--- src/rtl/ws2801_pkg.sv ---
// Shared types and constants for the WS2801 strip driver.
package ws2801_pkg;

    // Minimum low time on cko that makes a WS2801 latch its shift register.
    localparam int LATCH_US = 500;

    typedef struct packed {
        logic [7:0] red;
        logic [7:0] green;
        logic [7:0] blue;
    } rgb_t;

    typedef enum logic [2:0] {
        IDLE,
        FETCH,
        LOAD,
        SHIFT,
        LATCH
    } state_t;

    // Smallest LATCH_CYCLES value that still honours the strip latch time
    // for a given system clock in kHz (rounded up).
    function automatic int min_latch_cycles(input int clk_khz);
        return (LATCH_US * clk_khz + 999) / 1000;
    endfunction

endpackage

--- src/rtl/ws2801_strip_driver_if.sv ---
// Signal bundle between the strip driver, the pixel buffer and the strip pins.
interface ws2801_strip_driver_if
    import ws2801_pkg::*;
#(
    parameter int AW = 6
);

    logic          start;
    logic          busy;
    logic          done;
    logic          pix_rd;
    logic [AW-1:0] pix_addr;
    rgb_t          pix_data;
    logic          sdo;
    logic          cko;

    // The driver side.
    modport master (
        input  start,
        input  pix_data,
        output busy,
        output done,
        output pix_rd,
        output pix_addr,
        output sdo,
        output cko
    );

    // The host / buffer / strip side.
    modport slave (
        output start,
        output pix_data,
        input  busy,
        input  done,
        input  pix_rd,
        input  pix_addr,
        input  sdo,
        input  cko
    );

endinterface

--- src/rtl/ws2801_bit_shifter.sv ---
// Serialises one 24-bit pixel MSB-first onto sdo/cko. Each bit is a low
// phase of CLK_DIV cycles (sdo updated at its start) followed by a high
// phase of CLK_DIV cycles. last_bit_done is high during the final cycle of
// bit 0's high phase so the controller can move on at the same edge.
module ws2801_bit_shifter
    import ws2801_pkg::*;
#(
    parameter int CLK_DIV = 4
)(
    input  logic clk,
    input  logic rst,
    input  logic load,
    input  rgb_t pix,
    output logic sdo,
    output logic cko,
    output logic last_bit_done
);

    localparam int DW = $clog2(CLK_DIV + 1);

    logic [23:0]   shreg;
    logic [4:0]    bit_cnt;
    logic [DW-1:0] div;
    logic          active;
    logic          phase_end;

    // cko itself tells which half of the bit we are in.
    assign phase_end     = active && (div == DW'(CLK_DIV - 1));
    assign last_bit_done = phase_end && cko && (bit_cnt == 5'd0);

    // Shift register, bit counter and half-period divider.
    always_ff @(posedge clk) begin
        if (rst) begin
            shreg   <= '0;
            bit_cnt <= '0;
            div     <= '0;
            active  <= 1'b0;
            sdo     <= 1'b0;
            cko     <= 1'b0;
        end else if (load) begin
            shreg   <= pix;
            bit_cnt <= 5'd23;
            div     <= '0;
            active  <= 1'b1;
            sdo     <= pix.red[7];
            cko     <= 1'b0;
        end else if (active) begin
            if (!phase_end) begin
                div <= div + 1'b1;
            end else begin
                div <= '0;
                if (!cko) begin
                    cko <= 1'b1;
                end else begin
                    cko <= 1'b0;
                    if (bit_cnt == 5'd0) begin
                        active <= 1'b0;
                        sdo    <= 1'b0;
                    end else begin
                        bit_cnt <= bit_cnt - 1'b1;
                        shreg   <= {shreg[22:0], 1'b0};
                        sdo     <= shreg[22];
                    end
                end
            end
        end
    end

endmodule

--- src/rtl/ws2801_strip_driver.sv ---
// Frame sequencer for a WS2801 strip: fetches each pixel from a
// synchronous-read buffer, hands it to the bit shifter, then holds cko low
// for the latch gap and reports completion on done.
module ws2801_strip_driver
    import ws2801_pkg::*;
#(
    parameter int LEDS         = 50,
    parameter int CLK_DIV      = 4,
    parameter int LATCH_CYCLES = 25_000,
    parameter int AW           = (LEDS > 1) ? $clog2(LEDS) : 1
)(
    input logic                   clk,
    input logic                   rst,
    ws2801_strip_driver_if.master bus
);

    localparam int LW = $clog2(LATCH_CYCLES + 1);

    state_t        state;
    state_t        next_state;
    logic [AW-1:0] index;
    logic [LW-1:0] latch_cnt;
    logic          busy_q;
    logic          done_q;
    logic          pix_rd_q;
    logic          busy_d;
    logic          done_d;
    logic          pix_rd_d;
    logic          last_pixel;
    logic          latch_end;
    logic          last_bit_done;
    logic          sdo;
    logic          cko;

    assign last_pixel = (index == AW'(LEDS - 1));
    assign latch_end  = (latch_cnt == LW'(LATCH_CYCLES - 1));

    ws2801_bit_shifter #(
        .CLK_DIV (CLK_DIV)
    ) u_shifter (
        .clk           (clk),
        .rst           (rst),
        .load          (state == LOAD),
        .pix           (bus.pix_data),
        .sdo           (sdo),
        .cko           (cko),
        .last_bit_done (last_bit_done)
    );

    // State register.
    always_ff @(posedge clk) begin
        if (rst) begin
            state <= IDLE;
        end else begin
            state <= next_state;
        end
    end

    // Next state plus the next values of the registered handshake outputs.
    always_comb begin
        next_state = state;
        busy_d     = 1'b0;
        done_d     = 1'b0;
        pix_rd_d   = 1'b0;
        case (state)
            IDLE:    if (bus.start) next_state = FETCH;
            FETCH:   next_state = LOAD;
            LOAD:    next_state = SHIFT;
            SHIFT:   if (last_bit_done) next_state = last_pixel ? LATCH : FETCH;
            LATCH: begin
                if (latch_end) begin
                    next_state = IDLE;
                    done_d     = 1'b1;
                end
            end
            default: next_state = IDLE;
        endcase
        busy_d   = (next_state != IDLE);
        pix_rd_d = (next_state == FETCH);
    end

    // Registered outputs, pixel index and latch-gap timer.
    always_ff @(posedge clk) begin
        if (rst) begin
            busy_q    <= 1'b0;
            done_q    <= 1'b0;
            pix_rd_q  <= 1'b0;
            index     <= '0;
            latch_cnt <= '0;
        end else begin
            busy_q   <= busy_d;
            done_q   <= done_d;
            pix_rd_q <= pix_rd_d;
            if (state == IDLE && bus.start) begin
                index <= '0;
            end else if (state == SHIFT && last_bit_done && !last_pixel) begin
                index <= index + 1'b1;
            end
            if (state == LATCH) begin
                latch_cnt <= latch_cnt + 1'b1;
            end else begin
                latch_cnt <= '0;
            end
        end
    end

    assign bus.busy     = busy_q;
    assign bus.done     = done_q;
    assign bus.pix_rd   = pix_rd_q;
    assign bus.pix_addr = index;
    assign bus.sdo      = sdo;
    assign bus.cko      = cko;

endmodule

--- src/flat_wrapper.sv ---
// flat-port wrapper written by rule: the top's interface ports become plain ports
module ws2801_strip_driver_flat import ws2801_pkg::*;
#(
    parameter int LEDS         = 50,
    parameter int CLK_DIV      = 4,
    parameter int LATCH_CYCLES = 25_000,
    parameter int AW           = (LEDS > 1) ? $clog2(LEDS) : 1
)
  (clk, rst, bus_start, bus_pix_data, bus_busy, bus_done, bus_pix_rd, bus_pix_addr, bus_sdo, bus_cko);
  ws2801_strip_driver_if #(.AW(AW)) bus_i ();
  input logic clk;
  input logic rst;
  input wire logic [$bits(bus_i.start)-1:0] bus_start;
  input wire logic [$bits(bus_i.pix_data)-1:0] bus_pix_data;
  output wire logic [$bits(bus_i.busy)-1:0] bus_busy;
  output wire logic [$bits(bus_i.done)-1:0] bus_done;
  output wire logic [$bits(bus_i.pix_rd)-1:0] bus_pix_rd;
  output wire logic [$bits(bus_i.pix_addr)-1:0] bus_pix_addr;
  output wire logic [$bits(bus_i.sdo)-1:0] bus_sdo;
  output wire logic [$bits(bus_i.cko)-1:0] bus_cko;
  assign bus_i.start = bus_start;
  assign bus_i.pix_data = bus_pix_data;
  assign bus_busy = bus_i.busy;
  assign bus_done = bus_i.done;
  assign bus_pix_rd = bus_i.pix_rd;
  assign bus_pix_addr = bus_i.pix_addr;
  assign bus_sdo = bus_i.sdo;
  assign bus_cko = bus_i.cko;
  ws2801_strip_driver #(.LEDS(LEDS), .CLK_DIV(CLK_DIV), .LATCH_CYCLES(LATCH_CYCLES), .AW(AW)) u_core (.clk(clk), .rst(rst), .bus(bus_i));
endmodule
--- config.mk ---
export PLATFORM = sky130hd
export DESIGN_NAME = ws2801_strip_driver_flat
export DESIGN_NICKNAME = d
export VERILOG_FILES = /design/src/rtl/ws2801_pkg.sv /design/src/rtl/ws2801_strip_driver_if.sv /design/src/rtl/ws2801_bit_shifter.sv /design/src/rtl/ws2801_strip_driver.sv /design/src/flat_wrapper.sv
export SDC_FILE = /design/constraint.sdc
export NUM_CORES = 1
export LEC_CHECK = 0
export CAP_MARGIN = 25
export CORE_ASPECT_RATIO = 0.9
export CORE_MARGIN = 2
export CORE_UTILIZATION = 57
export CTS_BUF_LIST = sky130_fd_sc_hd__clkbuf_8
export CTS_CLUSTER_DIAMETER = 60
export DETAILED_ROUTE_END_ITERATION = 7
export PLACE_DENSITY = 0.84
export SYNTH_ARGS = -nofsm -noshare
export SYNTH_HDL_FRONTEND = slang
export SYNTH_HIERARCHICAL = 1
export SYNTH_SLANG_ARGS = --single-unit
--- constraint.sdc ---
create_clock -name clk -period 2.8 [get_ports clk]
set_clock_uncertainty 0.2 [all_clocks]
set_input_delay 0.42 -clock clk [delete_from_list [all_inputs] [get_ports clk]]
set_output_delay 0.42 -clock clk [all_outputs]
set_load 0.01 [all_outputs]
==> reports/qor.txt, run 1 <==
Switching Fraction: 0.243
drt drc: 0
status: finished, final reports clean
Max Cap Viol: 0
Endpoint, Worst Hold: u_core/latch_cnt[14]$_SDFF_PP0_
leakage: 1.19 nW
Placed Cells: 418
post-route ant nets: 0
register area share after synthesis: 0.421
CP startpoint kind: flip-flop
r2r endpoint: u_core/bus.pix_addr[5]$_SDFFE_PP0P_
hold depth: 2
Worst-Skew Late Latency: 0.33 ns
fraction of registers with async set/reset: 0
post-DP HPWL: 3960 um
fin cells: 434
mapped cell area: 0.00290 mm2
share of cells above drive strength 1: 0.0867
Clk pwr share: 0.422
combinational fraction of design power: 0.115
Post-synth EDFFs: 0
Port Buf Inserts: 37
Setup TNS Final: 0 ns
Synth Register Bits: 61
initial antenna violation count: 0
worst reg2reg startpoint: u_core/u_shifter/bit_cnt[0]$_SDFFE_PP0P_
vias in the first global route: 2377
first-pass GRT wire length: 10300 um
Flop pwr share: 0.462
Slew HR: 0.526
Setup Viol. Count Final: 0
commonest non-fill, non-tap cells in the layout: dfxtp_1, clkdlybuf4s50_1, nand3_1
Reg clk slew, reported paths: 0.07 ns
1st-iter DRT viols: 181
switching pwr: 494 uW
DR vias: 2622
crit path DAT: 2.59 ns
initial core utilization: 0.596
Die Footprint: 0.00568 mm2
area grow syn2layout: 22.0%
Crit Path Max Fanout: 10
global route overflow: 0
area of the core: 0.00486 mm2
WL/cell: 14.1 um
1st-pass router iterations: 4
Final Hold Violating Endpoints: 0
NumNets Final: 396
largest net degree at the start of global routing: 52
FF-to-FF path depth: 8
Netlist cell types: 50
clock sinks: 61
most common cell after layout, fill and taps aside: dfxtp_1
Tcrit/Tclk final: 0.902
CTS H-tree lvls: 3
Hold Crit Start: u_core/latch_cnt[14]$_SDFF_PP0_
mean post-synth cell area: 8.76 um2
worst-case clock buffer depth: 2
Worst VDD drop: 0.596 mV
Cells after Synth: 331
Int Power: 1.54 mW
Max Transition Viols Final: 0
clock root buffer: clkbuf_8
Crit path required time: 2.86 ns
Yosys warnings: 6
CTS tree: yes
IO Pins: 38
CTS buffer count: 9
routability cong.: 0.794
Worst Setup Path Type: reg -> reg
slew of the pin with the lowest slew margin: 0.710 ns
post-CTS setup buffers: 0
RSZ-0062 raised after global routing: no
Critical Path End Type: flip-flop
Global Route Usage Sum: 0.226
r2r setup slk: 0.27 ns
FMAX: 396 MHz
CTS Hold Bufs: 0
vias per cell: 6.04
antenna diode count: 0
final wirelength: 6100 um
row count: 24
Die Span Y: 71.7 um
Period minus WS final: 2.53 ns
PwrDens: 576 mW/mm2
Post-CTS Resized: 0
Min-Delay Path Class: reg -> reg
Die W: 79.2 um
Post-synth top flop: dfxtp_1
Net Count, Synth: 363
metal layers:
metal	track usage	part of all wire	up-vias	wire length, um
met5	0	0	-	0
met4	0.0709	0.0069	0	42
met3	0.0605	0.062	4	381
met2	0.369	0.48	70	2910
met1	0.295	0.45	1231	2770
li1	-	-	1317	-
metrics by stage:
stage                      util  total power [mW]  worst slack (ns)  hold slack, ns  cell area (um2)
after floorplan               -              1.10             0.280           0.238             2900
after global placement    0.681              1.19             0.381           0.254             3310
after detailed placement  0.681              1.19             0.270           0.261             3310
after CTS                 0.727              2.06             0.259           0.269             3540
after global routing      0.727              2.11            0.0983           0.302             3540
final                     0.727              2.04             0.274           0.262             3540
synth_stat cells, types with 2 or more instances:
cell type	instances	area, um2
buf_4	2	15.0
o21ai_0	31	155
nand4b_1	2	17.5
and2_1	3	18.8
nand4_1	3	18.8
nand3b_1	3	22.5
nor2b_1	2	12.5
xor2_1	3	26.3
or3_1	6	37.5
mux2i_1	4	40.0
nor2_1	8	30.0
inv_1	10	37.5
ha_1	5	62.6
a21oi_1	15	75.1
nand2_1	14	52.6
nand2b_1	5	31.3
clkbuf_1	15	56.3
a31oi_1	25	156
nor4_1	3	18.8
a311oi_1	2	17.5
nand3_1	33	165
o31ai_1	10	75.1
or4b_1	2	20.0
o21bai_1	21	158
a21boi_0	2	15.0
or4_1	9	67.6
nor3_1	3	15.0
a211oi_1	2	15.0
buf_2	7	35.0
dfxtp_1	61	1220
sequential cells by signal (all words and copies together) (netlist names), 3 cells and up:
register                  flops
u_core/u_shifter/shreg       23
u_core/latch_cnt             15
u_core/bus.pix_addr           6
u_core/u_shifter/bit_cnt      5
u_core/state                  3
u_core/u_shifter/div          3
cells by family (layout without fill, tap and decap cells):
| logic type | Yosys count | after routing | share of synthesized area |
|---|---|---|---|
| AOI/OAI and AO/OA | 115 | 115 | 0.250 |
| xor gates and xnor gates | 4 | 4 | 0.0121 |
| adders and majority gates | 5 | 5 | 0.0216 |
| buffers and inverters | 35 | 73 | 0.0509 |
| DFF | 61 | 61 | 0.421 |
| muxes | 4 | 4 | 0.0138 |
| and+or+nand+nor | 107 | 107 | 0.230 |
worst max-delay path by stage:
| stage | start | end | slack [ns] | cells after the start |
|---|---|---|---|---|
| CTS | u_core/u_shifter/bit_cnt[1]$_SDFFE_PP0P_ | u_core/bus.pix_addr[5]$_SDFFE_PP0P_ | 0.26 | 8 |
| finish | u_core/u_shifter/bit_cnt[0]$_SDFFE_PP0P_ | u_core/bus.pix_addr[5]$_SDFFE_PP0P_ | 0.27 | 8 |
| global placement | u_core/u_shifter/bit_cnt[1]$_SDFFE_PP0P_ | u_core/bus.pix_addr[5]$_SDFFE_PP0P_ | 0.38 | 8 |
| detailed placement | u_core/u_shifter/bit_cnt[1]$_SDFFE_PP0P_ | u_core/bus.pix_addr[5]$_SDFFE_PP0P_ | 0.27 | 8 |
| floorplan | u_core/u_shifter/bit_cnt[1]$_SDFFE_PP0P_ | u_core/bus.pix_addr[5]$_SDFFE_PP0P_ | 0.28 | 7 |
| global route | u_core/u_shifter/bit_cnt[0]$_SDFFE_PP0P_ | u_core/bus.pix_addr[5]$_SDFFE_PP0P_ | 0.1 | 8 |
power by group through the flow:
stage | logic (mW) | clock network (mW) | registers [mW]
floorplan | 0.157 | 0 | 0.947
global placement | 0.228 | 0 | 0.958
detailed placement | 0.230 | 0 | 0.959
CTS | 0.233 | 0.883 | 0.941
global route | 0.255 | 0.910 | 0.947
finish | 0.235 | 0.860 | 0.942
cell type report:
type	count	area [um2]
multi-input combinational	235	1530
fill	382	1330
timing repair buffer	46	438
clock inverter	6	86.3
inverter	11	41.3
tap	65	81.3
clock buffer	10	138
sequential	61	1220
critical path, cell delays in order, from the launching register on:
cell      delay (ns)
dfxtp_1         0.32
inv_1           0.07
ha_1            0.21
or3b_2          0.48
nor3_1          0.16
buf_4           0.17
nand4b_4        0.16
or4_1           0.55
a21oi_1         0.15
Power figures use the tool's default switching activity.
==> run 2: changes to the inputs <==
SKIP_LAST_GASP = 1   (was unset)
==> results of run 2 <==
Same layout as run 1: the final DEF is identical, and so are final timing and power.
